[src/rtl/imem_loader.sv]
// imem_loader
// Boot-time instruction-memory writer. Receives a framed little-endian byte
// stream (LEN_LO, LEN_HI, N*4 data bytes, CHK) over a valid/ready byte
// interface, writes each assembled 32-bit word into instruction memory, and
// keeps the core held in reset until a checksum-verified image is loaded.
//
// Ports:
//   clk        system clock, rising edge
//   reset      synchronous, active-low reset
//   start      single-cycle load request (honoured in IDLE/DONE/ERR only)
//   byte_valid byte_data holds a valid byte
//   byte_data  stream byte
//   byte_ready loader accepts a byte this cycle
//   imem_we    instruction-memory write strobe, one cycle per word
//   imem_addr  word address of the write
//   imem_wdata word to write
//   cpu_hold   holds the core in reset
//   done       image loaded and checksum verified
//   error      load aborted (bad length or checksum mismatch)
module imem_loader #(
    parameter int ADDR_W = 6
) (
    input  logic              clk,
    input  logic              reset,
    input  logic              start,
    input  logic              byte_valid,
    input  logic [7:0]        byte_data,
    output logic              byte_ready,
    output logic              imem_we,
    output logic [ADDR_W-1:0] imem_addr,
    output logic [31:0]       imem_wdata,
    output logic              cpu_hold,
    output logic              done,
    output logic              error
);

    typedef enum logic [2:0] {
        IDLE  = 3'd0,
        LEN0  = 3'd1,
        LEN1  = 3'd2,
        DATA  = 3'd3,
        CHECK = 3'd4,
        DONE  = 3'd5,
        ERR   = 3'd6
    } state_t;

    // Memory capacity in words; the largest legal frame length.
    localparam logic [ADDR_W:0] CAP = {1'b1, {ADDR_W{1'b0}}};

    state_t            state_reg;
    state_t            state_next;
    logic [7:0]        len_lo_reg;
    logic [ADDR_W:0]   len_reg;
    // One bit wider than the address so a full-capacity load ends without wrap.
    logic [ADDR_W:0]   word_idx_reg;
    logic [1:0]        lane_reg;
    logic [23:0]       word_buf_reg;
    logic [7:0]        acc_reg;

    logic              xfer;
    logic [15:0]       len_in;
    logic              len_ok;
    logic              last_word;

    // byte_ready is a registered copy of "state accepts bytes", so using it
    // here keeps the transfer condition aligned with the current state.
    assign xfer      = byte_valid && byte_ready;
    assign len_in    = {byte_data, len_lo_reg};
    assign len_ok    = (len_in != 16'd0) && ({16'd0, len_in} <= 32'(CAP));
    assign last_word = ((word_idx_reg + (ADDR_W+1)'(1)) == len_reg);

    always_comb begin
        state_next = state_reg;
        case (state_reg)
            IDLE, DONE, ERR: begin
                if (start) state_next = LEN0;
            end
            LEN0: begin
                if (xfer) state_next = LEN1;
            end
            LEN1: begin
                if (xfer) state_next = len_ok ? DATA : ERR;
            end
            DATA: begin
                if (xfer && (lane_reg == 2'd3) && last_word) state_next = CHECK;
            end
            CHECK: begin
                if (xfer) state_next = (byte_data == acc_reg) ? DONE : ERR;
            end
            default: state_next = IDLE;
        endcase
    end

    // State, datapath and all outputs. Status outputs are registered from the
    // next state so they change in the same cycle as the state they describe.
    always_ff @(posedge clk) begin
        if (!reset) begin
            state_reg    <= IDLE;
            len_lo_reg   <= '0;
            len_reg      <= '0;
            word_idx_reg <= '0;
            lane_reg     <= '0;
            word_buf_reg <= '0;
            acc_reg      <= '0;
            byte_ready   <= 1'b0;
            imem_we      <= 1'b0;
            imem_addr    <= '0;
            imem_wdata   <= '0;
            cpu_hold     <= 1'b0;
            done         <= 1'b0;
            error        <= 1'b0;
        end else begin
            state_reg  <= state_next;
            byte_ready <= (state_next == LEN0) || (state_next == LEN1) ||
                          (state_next == DATA) || (state_next == CHECK);
            cpu_hold   <= (state_next != IDLE) && (state_next != DONE);
            done       <= (state_next == DONE);
            error      <= (state_next == ERR);
            imem_we    <= 1'b0;

            case (state_reg)
                IDLE, DONE, ERR: begin
                    if (start) begin
                        word_idx_reg <= '0;
                        lane_reg     <= '0;
                        acc_reg      <= '0;
                    end
                end
                LEN0: begin
                    if (xfer) len_lo_reg <= byte_data;
                end
                LEN1: begin
                    // Only consulted after a legal length, which always fits.
                    if (xfer) len_reg <= len_in[ADDR_W:0];
                end
                DATA: begin
                    if (xfer) begin
                        acc_reg  <= acc_reg ^ byte_data;
                        lane_reg <= lane_reg + 2'd1;
                        case (lane_reg)
                            2'd0: word_buf_reg[7:0]   <= byte_data;
                            2'd1: word_buf_reg[15:8]  <= byte_data;
                            2'd2: word_buf_reg[23:16] <= byte_data;
                            default: begin
                                imem_wdata   <= {byte_data, word_buf_reg};
                                imem_addr    <= word_idx_reg[ADDR_W-1:0];
                                imem_we      <= 1'b1;
                                word_idx_reg <= word_idx_reg + (ADDR_W+1)'(1);
                            end
                        endcase
                    end
                end
                default: ;
            endcase
        end
    end

endmodule

[config.mk]
export PLATFORM = sky130hd
export DESIGN_NAME = imem_loader
export DESIGN_NICKNAME = d
export VERILOG_FILES = /design/src/rtl/imem_loader.sv
export SDC_FILE = /design/constraint.sdc
export NUM_CORES = 1
export LEC_CHECK = 0
export CAP_MARGIN = 25
export CELL_PAD_IN_SITES_DETAIL_PLACEMENT = 1
export CELL_PAD_IN_SITES_GLOBAL_PLACEMENT = 2
export CORE_UTILIZATION = 33
export CTS_CLUSTER_SIZE = 12
export DETAILED_ROUTE_END_ITERATION = 8
export GPL_TIMING_DRIVEN = 0
export HOLD_SLACK_MARGIN = 0.06
export PLACE_DENSITY_LB_ADDON = 0.1
export SYNTH_ARGS = -nofsm -noshare
export SYNTH_HDL_FRONTEND = slang
export SYNTH_SLANG_ARGS = --single-unit
[constraint.sdc]
create_clock -name clk -period 2.7 [get_ports clk]
set_input_delay 0.54 -clock clk [delete_from_list [all_inputs] [get_ports clk]]
set_output_delay 0.54 -clock clk [all_outputs]
set_load 0.01 [all_outputs]
# After elaboration in Yosys (flattened, before gate mapping)

Cells that the tools add are included.

Reductions and logical operators: 24
$add $sub $neg: 2
Equality and inequality tests: 21
Order comparisons: 1
Muxes and demuxes: 19
Bitwise logic cells: 2

Operators with widths:

| operator            | number |
|---|---|
| $mux 7              | 3 |
| $eq 3x3->1 const B  | 6 |
| $mux 3              | 6 |
| $reduce_and 3->1    | 6 |
| $le 16x7->1 const B | 1 |
| $mux 8              | 2 |
| $pmux 8 s2          | 1 |
| $reduce_bool 16->1  | 1 |
| $pmux 3 s5          | 1 |
| $pmux 7 s2          | 1 |
| $eq 3x2->1 const B  | 4 |
| $eq 8x8->1          | 1 |
| $xor 8x8->8         | 1 |
| $add 7x1->7 const B | 1 |
| $eq 7x7->1          | 1 |
| $eq 3x1->1 const B  | 2 |
| $mux 2              | 3 |
| $ne 2x2->1 const B  | 3 |
| $reduce_or 3->1     | 2 |
| $logic_and 1x1->1   | 5 |
| $eq 2x2->1 const B  | 2 |
| $pmux 2 s2          | 1 |
| $reduce_and 2->1    | 2 |
| $reduce_and 4->1    | 1 |
| 10 further kinds    | 12 |

Output and inout port bits: 43
Bits in registers: 102

# Longest topological paths before layout

Gate-level depths: netlist of run 1.

Depth in word-level cells: 9
Mapped depth: 9
Depth with buffers taken out: 8

# Worst setup path before layout of run 1

Ideal clock, no wire load.

Path kind: reg2reg
Start point: register word_idx_reg[0]
End point: register cpu_hold
Arrival time: 2.220 ns
Setup slack: 0.360 ns
Cell stages (with the launch flop): 8
Buffers on the path: 0
Library setup time: 0.120 ns
Path through: dfxtp_1 ha_1 nand3_4 or3_4 a2111oi_4 a31oi_1 or2_1 o31a_1

Word-level cells in the longest chain between the ends: 7
Elaborated cells between the ends (all ways): 8
Classes of those cells: add/sub: 1; eq/ne: 2; mux: 2; reduce/logical: 3

Ends and longest elaborated chain:

| item                                            | line | source |
|---|---|---|
| from (decl)                                     | 55   | `logic [ADDR_W:0] word_idx_reg;` |
| from (signal assigned)                          | 148  | `word_idx_reg <= word_idx_reg + (ADDR_W+1)'(1);` |
| $add 7x1->7 (*)                                 | 70   | `assign last_word = ((word_idx_reg + (ADDR_W+1)'(1)) == len_reg);` |
| $eq 7x7->1 (*)                                  | 70   |  |
| $logic_and 1x1->1 (*)                           | 85   | `if (xfer && (lane_reg == 2'd3) && last_word) state_next = CHECK;` |
| $mux 3 (*)                                      | 85   |  |
| $pmux 3 s5 (*)                                  | 74   | `case (state_reg)` |
| $ne 3x3->1 or $reduce_bool 3->1 (tied branches) | 116  | `cpu_hold <= (state_next != IDLE) && (state_next != DONE);` |
| $logic_and 1x1->1 (*)                           | 116  |  |
| to (signal assigned)                            | 116  |  |
| to (decl)                                       | 32   | `output logic cpu_hold,` |

Mark *: on every way between the ends. The rest lies on a longest branch, timed or not.
A chain may end at the register's enable or synchronous reset.

# Final worst setup path of run 1

Start point: register word_idx_reg[1]
End point: register cpu_hold

Same word-level chain as after synthesis.

==> qor.log, run 1 <==
[placed_design] post-detailed-placement half-perimeter wirelength 9.434 mm
[logic_synthesis] nets in the synthesized netlist 564
[finish] Final Core Density 41.67%
[logic_synthesis] largest family of logic cells by synthesized area simple AND/OR/NAND/NOR gates
[finish] final instance area 5540 µm²
[setup_path] instance count on the critical path 7
[placed_design] cell area after placement 5196 µm²
[setup_path] reg2reg path depth 7
[floorplanning] DIE AREA 14190 µm²
[logic_synthesis] share of synthesized area spent on multiplexers 2.212%
[logic_synthesis] Synth Flop Type dfxtp_1
[clock_tree] number of H-tree levels 3
[setup_path] peak fanout along the critical path 6
[sta] final-report max-slew violation count 0
[finish] filler instances 1617
[routing] post-route ant nets 0
[clock_tree] buffer depth of the longest clock path 2
[finish] most used cells in the layout excluding fill and tap cells 135 x nand2_1, 101 x dfxtp_1, 70 x a21boi_0, 45 x clkdlybuf4s50_1, 37 x clkbuf_1
[finish] commonest non-fill, non-tap cell in the layout nand2_1
[pwr] net switching component of the power 750.0 µW
[setup_path] register-to-register setup slack 0.11 ns
[global_route] Overall Global Routing Usage 19.17%
[pwr] Switching Fraction 24.20%
[logic_synthesis] instance count of the mapped netlist 546
[placed_design] pre-CTS setup slack -0.7641 ns
[logic_synthesis] adder and majority cell fraction of the synthesized area 1.659%
[placed_design] final weighted congestion in routability-driven placement 0.7526
[finish] flip-flop count of the largest register after layout 32
[setup_path] Buf/Inv on CP 0
[pwr] Seq pwr share 49.1%
[logic_synthesis] async set or reset register ratio after synthesis 0%
[floorplanning] std cell rows 42
[setup_path] CP max stage delay 0.46 ns
[routing] TritonRoute pass-1 iters 4
[finish] number of nets at the end of the flow 622
[floorplanning] area of the core 13300 µm²
[floorplanning] DIE WIDTH 119.1 µm
[logic_synthesis] post-synthesis simple-gate area fraction 24.14%
[setup_path] required time of the worst setup path 2.94 ns
[logic_synthesis] number of enable-type register cells in the synthesized netlist 0
[run_status] outcome completed
[setup_path] worst setup path startpoint word_idx_reg[1]
[clock_tree] number of clock sinks 102
[routing] First DRT Iteration DRCs 139
[clock_tree] Clock Latency Late Sink 0.35 ns
[pwr] power per standard cell area 559.4 nW/µm²
[global_route] number of antenna violations at the first check in global routing 0
[global_route] largest net degree at the start of global routing 19
[finish] combined flip-flop and latch cell area 2043 µm²
[sta] worst setup skew after layout 0.008710 ns
[logic_synthesis] area of the mapped netlist 4526 µm²
[routing] detailed-route via count 3877
[sta] aggregate negative setup slack 0 ns
[sta] worst-margin pin slew 0.7069 ns
[sta] relative slew slack 52.87%
[routing] post-detailed-route wirelength per cell 16.31 µm
[pwr] maximum vdd ir drop 0.0002921 V
[pwr] internal power 2.349 mW
[pwr] leakage component of the power 1.764 nW
[setup_path] Critical Path End Type register
[global_route] Overflow after GRT 0
[finish] footprint of the multi-input gates 2318 µm²
[finish] layout cell share with drive strength beyond 1 6.404%
[floorplanning] effective utilization at floorplan 34.04%
[sta] Max Freq 0.3858 GHz
[clock_tree] Reg clk slew, reported paths 0.08 ns
[pwr] clock network fraction of total power 44.7%
[hold_path] source of the worst hold timing path imem_wdata[10]
[logic_synthesis] fraction of the yosys area taken by sequential cells 45.12%
[setup_path] critical path's top delay family simple AND/OR/NAND/NOR gates
[clock_tree] buffer type at the clock tree root clkbuf_16
[logic_synthesis] fraction of the mapped netlist area in compound gates 19.46%
[global_route] wire length of the first global-routing pass 20.91 mm
[floorplanning] Top-Level Pins 55
[setup_path] reg-to-reg critical path startpoint word_idx_reg[1]
[sta] post-route clock period utilization 95.99%
[setup_path] arrival time of data at the critical path endpoint 2.83 ns
[setup_path] Setup crit start kind register
[logic_synthesis] per-instance average area after synthesis 8.289 µm²
[routing] vias per cell 4.939
[pwr] share of power burned in combinational logic 6.2%
[routing] detailed-route wire length 12.80 mm
[sta] final setup violation count 0
[hold_path] worst min-delay path class register to register
[logic_synthesis] xor-xnor portion of the synthesized cell area 3.484%
[logic_synthesis] total of flip-flops plus latches after synthesis 102
[sta] Min Clock Period, post-route 2.592 ns
[logic_synthesis] Yosys Warn Count 0
[logic_synthesis] distinct cell type count of the synthesized netlist 45
[setup_path] Slowest-stage cell, CP dfxtp_1
[setup_path] Critical Setup Path Class register to register
[hold_path] Hold Crit Depth 2
[global_route] via count of the first global-routing pass 3926
[sta] final worst-path setup slack 0.1082 ns
[floorplanning] Die Span Y 119.1 µm
[placed_design] number of port buffers 45
[sta] Fin. Hold Viols 0
[pwr] total power draw 3.099 mW
[clock_tree] hold-fix buffer count after cts 0
[hold_path] Worst Hold Endpoint imem_wdata[10]
[flow_run] number of maximum-capacitance violations 0
[clock_tree] number of clock buffers inserted by TritonCTS 9
[setup_path] reg-to-reg critical path endpoint cpu_hold
[finish] antenna diode count 0
[setup_path] chain of cells forming the critical path ha_2 > nand3_4 > or3_4 > a2111oi_4 > nand4_1 > and3_1 > o31a_1
[routing] count of unresolved DRC violations after routing 0
[sta] unrepaired setup endpoints after global routing no
[clock_tree] clock tree from TritonCTS yes
[finish] layout overhead on the synthesized area 22.42%
kinds of logic after synthesis:
group,Yosys count
AO/OA/AOI/OAI,125
XOR/XNOR,18
AND/OR/NAND/NOR,239
multiplexers,10
buffers and inverters,46
flip-flops,102
adder cells (fa/ha/maj),6
stage by stage:
step                      cells  hold slack [ns]
after global routing        785           0.4784
final                       785           0.4642
after global placement      767           0.4518
after CTS                   783           0.4693
after detailed placement    767           0.4591
after floorplan             546           0.4412
cell type report:
cell class | instances | share of cell area [%]
multi-input cells | 398 | 41.85
flip-flops and latches | 102 | 36.88
repair buffers | 47 | 8.401
clock buffers | 10 | 4.313
well taps | 176 | 3.975
plain buffers | 41 | 2.913
clock inverters | 6 | 1.332
inverters | 5 | 0.3388
power by group through the flow:
stage / sequential [mW] / clock, mW / combinational, mW
finish: 1.52 / 1.38 / 0.193
global route: 1.52 / 1.46 / 0.211
CTS: 1.52 / 1.41 / 0.191
detailed placement: 1.56 / 0 / 0.189
global placement: 1.56 / 0 / 0.187
floorplan: 1.56 / 0 / 0.120
worst reg2reg max path, delay by kind of cell (launching register included):
family          cells  cell delay, ns
simple gates        4            1.08
flops               1            0.46
compound gates      2            0.64
fa+ha+maj           1            0.32
how the worst max path moves through the flow:
stage,endpoint,slack [ns]
floorplan,cpu_hold,0.36
global placement,word_idx_reg[3],-0.65
detailed placement,word_idx_reg[5],-0.76
CTS,cpu_hold,0.01
global route,cpu_hold,0.001
finish,cpu_hold,0.11
synthesized netlist by cell type, types with 2 or more instances:
cell type / n / area [µm²]
buf_2: 4 / 20.02
nor2_1: 20 / 75.07
xor2_1: 5 / 43.79
nor3_1: 5 / 25.02
a211o_1: 2 / 17.52
nor4_1: 3 / 18.77
clkbuf_1: 37 / 138.9
or2_2: 2 / 12.51
inv_1: 5 / 18.77
nand4_1: 5 / 31.28
nand2_1: 135 / 506.7
xnor2_1: 13 / 113.9
dfxtp_1: 102 / 2042
ha_1: 6 / 75.07
a21boi_0: 70 / 525.5
nor2b_1: 13 / 81.33
mux2i_1: 10 / 100.1
a21oi_1: 6 / 30.03
o21ai_0: 29 / 145.1
a31oi_1: 5 / 31.28
nand3_1: 30 / 150.1
a22oi_1: 3 / 22.52
and3_1: 2 / 12.51
nand2b_1: 3 / 18.77
and2_2: 3 / 22.52
and2_1: 9 / 56.30
what timing repair did:
action	CTS	global route
endpoints found under the setup margin	48	21
setup buffers	0	2
gates resized for setup	3	3
pin swaps	0	2
endpoints found under the hold margin	0	0
gates cloned	0	0
metal layers:
| layer | track usage [%] | part of all wire, % | vias to the layer above |
|---|---|---|---|
| met3 | 3.017 | 2.3 | 15 |
| li1 | - | - | 1957 |
| met5 | 0 | 0 | - |
| met4 | 6.171 | 1.5 | 0 |
| met2 | 31.32 | 47 | 46 |
| met1 | 25.73 | 49 | 1859 |
(Power assumes the default switching activity.)
==> inputs of run 2 (changes only) <==
--- a/config.mk
+++ b/config.mk
@@ -5,6 +5,7 @@
 export SDC_FILE = /design/constraint.sdc
 export NUM_CORES = 1
 export LEC_CHECK = 0
+export ABC_AREA = 0
 export CAP_MARGIN = 25
 export CELL_PAD_IN_SITES_DETAIL_PLACEMENT = 1
 export CELL_PAD_IN_SITES_GLOBAL_PLACEMENT = 2
@@ -13,6 +14,7 @@
 export DETAILED_ROUTE_END_ITERATION = 8
 export GPL_TIMING_DRIVEN = 0
 export HOLD_SLACK_MARGIN = 0.06
+export MAX_ROUTING_LAYER = met4
 export PLACE_DENSITY_LB_ADDON = 0.1
 export SYNTH_ARGS = -nofsm -noshare
 export SYNTH_HDL_FRONTEND = slang
==> constraint.sdc (replaced) <==
create_clock -name clk -period 2.93 [get_ports clk]
set_input_delay 0.586 -clock clk [delete_from_list [all_inputs] [get_ports clk]]
set_output_delay 0.586 -clock clk [all_outputs]
set_load 0.01 [all_outputs]
==> qor.log, run 2 (synthesized netlist as in run 1, its figures left out) <==
[sta] final setup violation count 0
[sta] Fin. Hold Viols 0
[pwr] total power draw 2.856 mW
[pwr] share of power burned in combinational logic 6.1%
[pwr] internal power 2.162 mW
[clock_tree] number of H-tree levels 3
[global_route] Overall Global Routing Usage 19.71%
[setup_path] arrival time of data at the critical path endpoint 2.97 ns
[finish] antenna diode count 0
[finish] flip-flop count of the largest register after layout 32
[sta] aggregate negative setup slack 0 ns
[setup_path] Critical Setup Path Class register to register
[setup_path] Critical Path End Type register
[pwr] net switching component of the power 694.4 µW
[finish] number of nets at the end of the flow 620
[sta] unrepaired setup endpoints after global routing no
[flow_run] number of maximum-capacitance violations 0
[floorplanning] effective utilization at floorplan 34.04%
[hold_path] worst min-delay path class register to register
[floorplanning] Top-Level Pins 55
[clock_tree] buffer type at the clock tree root clkbuf_16
[routing] post-route ant nets 0
[finish] Final Core Density 41.49%
[pwr] maximum vdd ir drop 0.0002744 V
[pwr] Switching Fraction 24.31%
[global_route] Overflow after GRT 0
[floorplanning] area of the core 13300 µm²
[routing] First DRT Iteration DRCs 156
[floorplanning] std cell rows 42
[sta] Min Clock Period, post-route 2.725 ns
[clock_tree] buffer depth of the longest clock path 2
[sta] worst setup skew after layout 0.009455 ns
[floorplanning] Die Span Y 119.1 µm
[pwr] leakage component of the power 1.759 nW
[routing] count of unresolved DRC violations after routing 0
[setup_path] Setup crit start kind register
[finish] final instance count without filler cells 783
[floorplanning] DIE WIDTH 119.1 µm
[finish] commonest non-fill, non-tap cell in the layout nand2_1
[sta] Max Freq 0.3670 GHz
[finish] final instance area 5517 µm²
[global_route] number of antenna violations at the first check in global routing 0
[floorplanning] DIE AREA 14190 µm²
[sta] post-route clock period utilization 93.00%
[placed_design] number of port buffers 45
[placed_design] cell area after placement 5196 µm²
[finish] layout cell share with drive strength beyond 1 5.601%
[sta] final-report max-slew violation count 0
[placed_design] final weighted congestion in routability-driven placement 0.7623
[setup_path] peak fanout along the critical path 7
[clock_tree] buffers inserted during post-CTS setup optimization 0
[global_route] via count of the first global-routing pass 3925
[routing] vias per cell 4.932
[clock_tree] number of clock sinks 102
[placed_design] post-detailed-placement half-perimeter wirelength 9.434 mm
[routing] detailed-route via count 3862
[pwr] Seq pwr share 49.1%
[setup_path] required time of the worst setup path 3.18 ns
[clock_tree] clock tree from TritonCTS yes
[global_route] largest net degree at the start of global routing 19
[clock_tree] Reg clk slew, reported paths 0.08 ns
[finish] most used cells in the layout excluding fill and tap cells 135 x nand2_1, 102 x dfxtp_1, 70 x a21boi_0, 45 x clkdlybuf4s50_1, 37 x clkbuf_1
[pwr] clock network fraction of total power 44.8%
[finish] layout overhead on the synthesized area 21.90%
[global_route] wire length of the first global-routing pass 20.84 mm
[sta] worst-margin pin slew 0.7140 ns
[clock_tree] number of clock buffers inserted by TritonCTS 9
[routing] detailed-route wire length 12.77 mm
[pwr] power per standard cell area 517.8 nW/µm²
[sta] relative slew slack 52.40%
[run_status] outcome completed
[routing] post-detailed-route wirelength per cell 16.31 µm
[placed_design] Cell Count Post-Placement 767
[clock_tree] Clock Latency Late Sink 0.35 ns
[routing] TritonRoute pass-1 iters 4
-- run 2: metal layers --
metal / routed length (µm) / track usage, %
met1: 6348 / 25.85
met2: 5983 / 31.25
met3: 251 / 2.874
met4: 184 / 6.171
met5: 0 / -
-- run 2: critical path: stages (launching register included) --
cell and delay, ns:
dfxtp_1 0.53, ha_1 0.38, nand3_4 0.12, or3_4 0.40, a2111oi_4 0.37, nand4_1 0.28
and3_1 0.27, o31a_1 0.27
-- run 2: per-stage QoR --
stage               setup WS, ns  hold WS (ns)
floorplan                 0.5900        0.4412
global placement         -0.4672        0.4518
detailed placement       -0.5801        0.4591
CTS                       0.1122        0.4693
global route             0.04421        0.4784
finish                    0.2052        0.4641
-- run 2: path summary, 6_finish.rpt --
| kind | from | to | slack [ns] | cells after the start |
|---|---|---|---|---|
| hold / removal | imem_wdata[10] | imem_wdata[10] | 0.46 | 2 |
| setup reg to reg | word_idx_reg[0] | cpu_hold | 0.21 | 7 |
| hold reg to reg | imem_wdata[10] | imem_wdata[10] | 0.46 | 2 |
| setup / recovery | word_idx_reg[0] | cpu_hold | 0.21 | 7 |
-- run 2: final cells by class --
| class | count | area [µm²] |
|---|---|---|
| flip-flops and latches | 102 | 2042 |
| multi-input cells | 398 | 2313 |
| plain buffers | 41 | 158.9 |
| fillers | 1615 | 7779 |
| clock inverters | 6 | 73.82 |
| well taps | 176 | 220.2 |
| clock buffers | 10 | 239.0 |
| repair buffers | 45 | 450.4 |
| inverters | 5 | 18.77 |
-- run 2: power by group through the flow --
stage	logic (mW)	clock network, mW	registers (mW)
3_3_place_gp	0.172	0	1.44
5_1_grt	0.191	1.35	1.40
4_1_cts	0.175	1.30	1.40
6_report	0.173	1.28	1.40
3_5_place_dp	0.174	0	1.44
2_1_floorplan	0.110	0	1.44
-- run 2: what timing repair did --
action / 4_1_cts / 5_1_grt
hold buffers: 0 / 0
setup endpoints to repair: 24 / 2
hold endpoints to repair: 0 / 0
gates resized for setup: 1 / 1
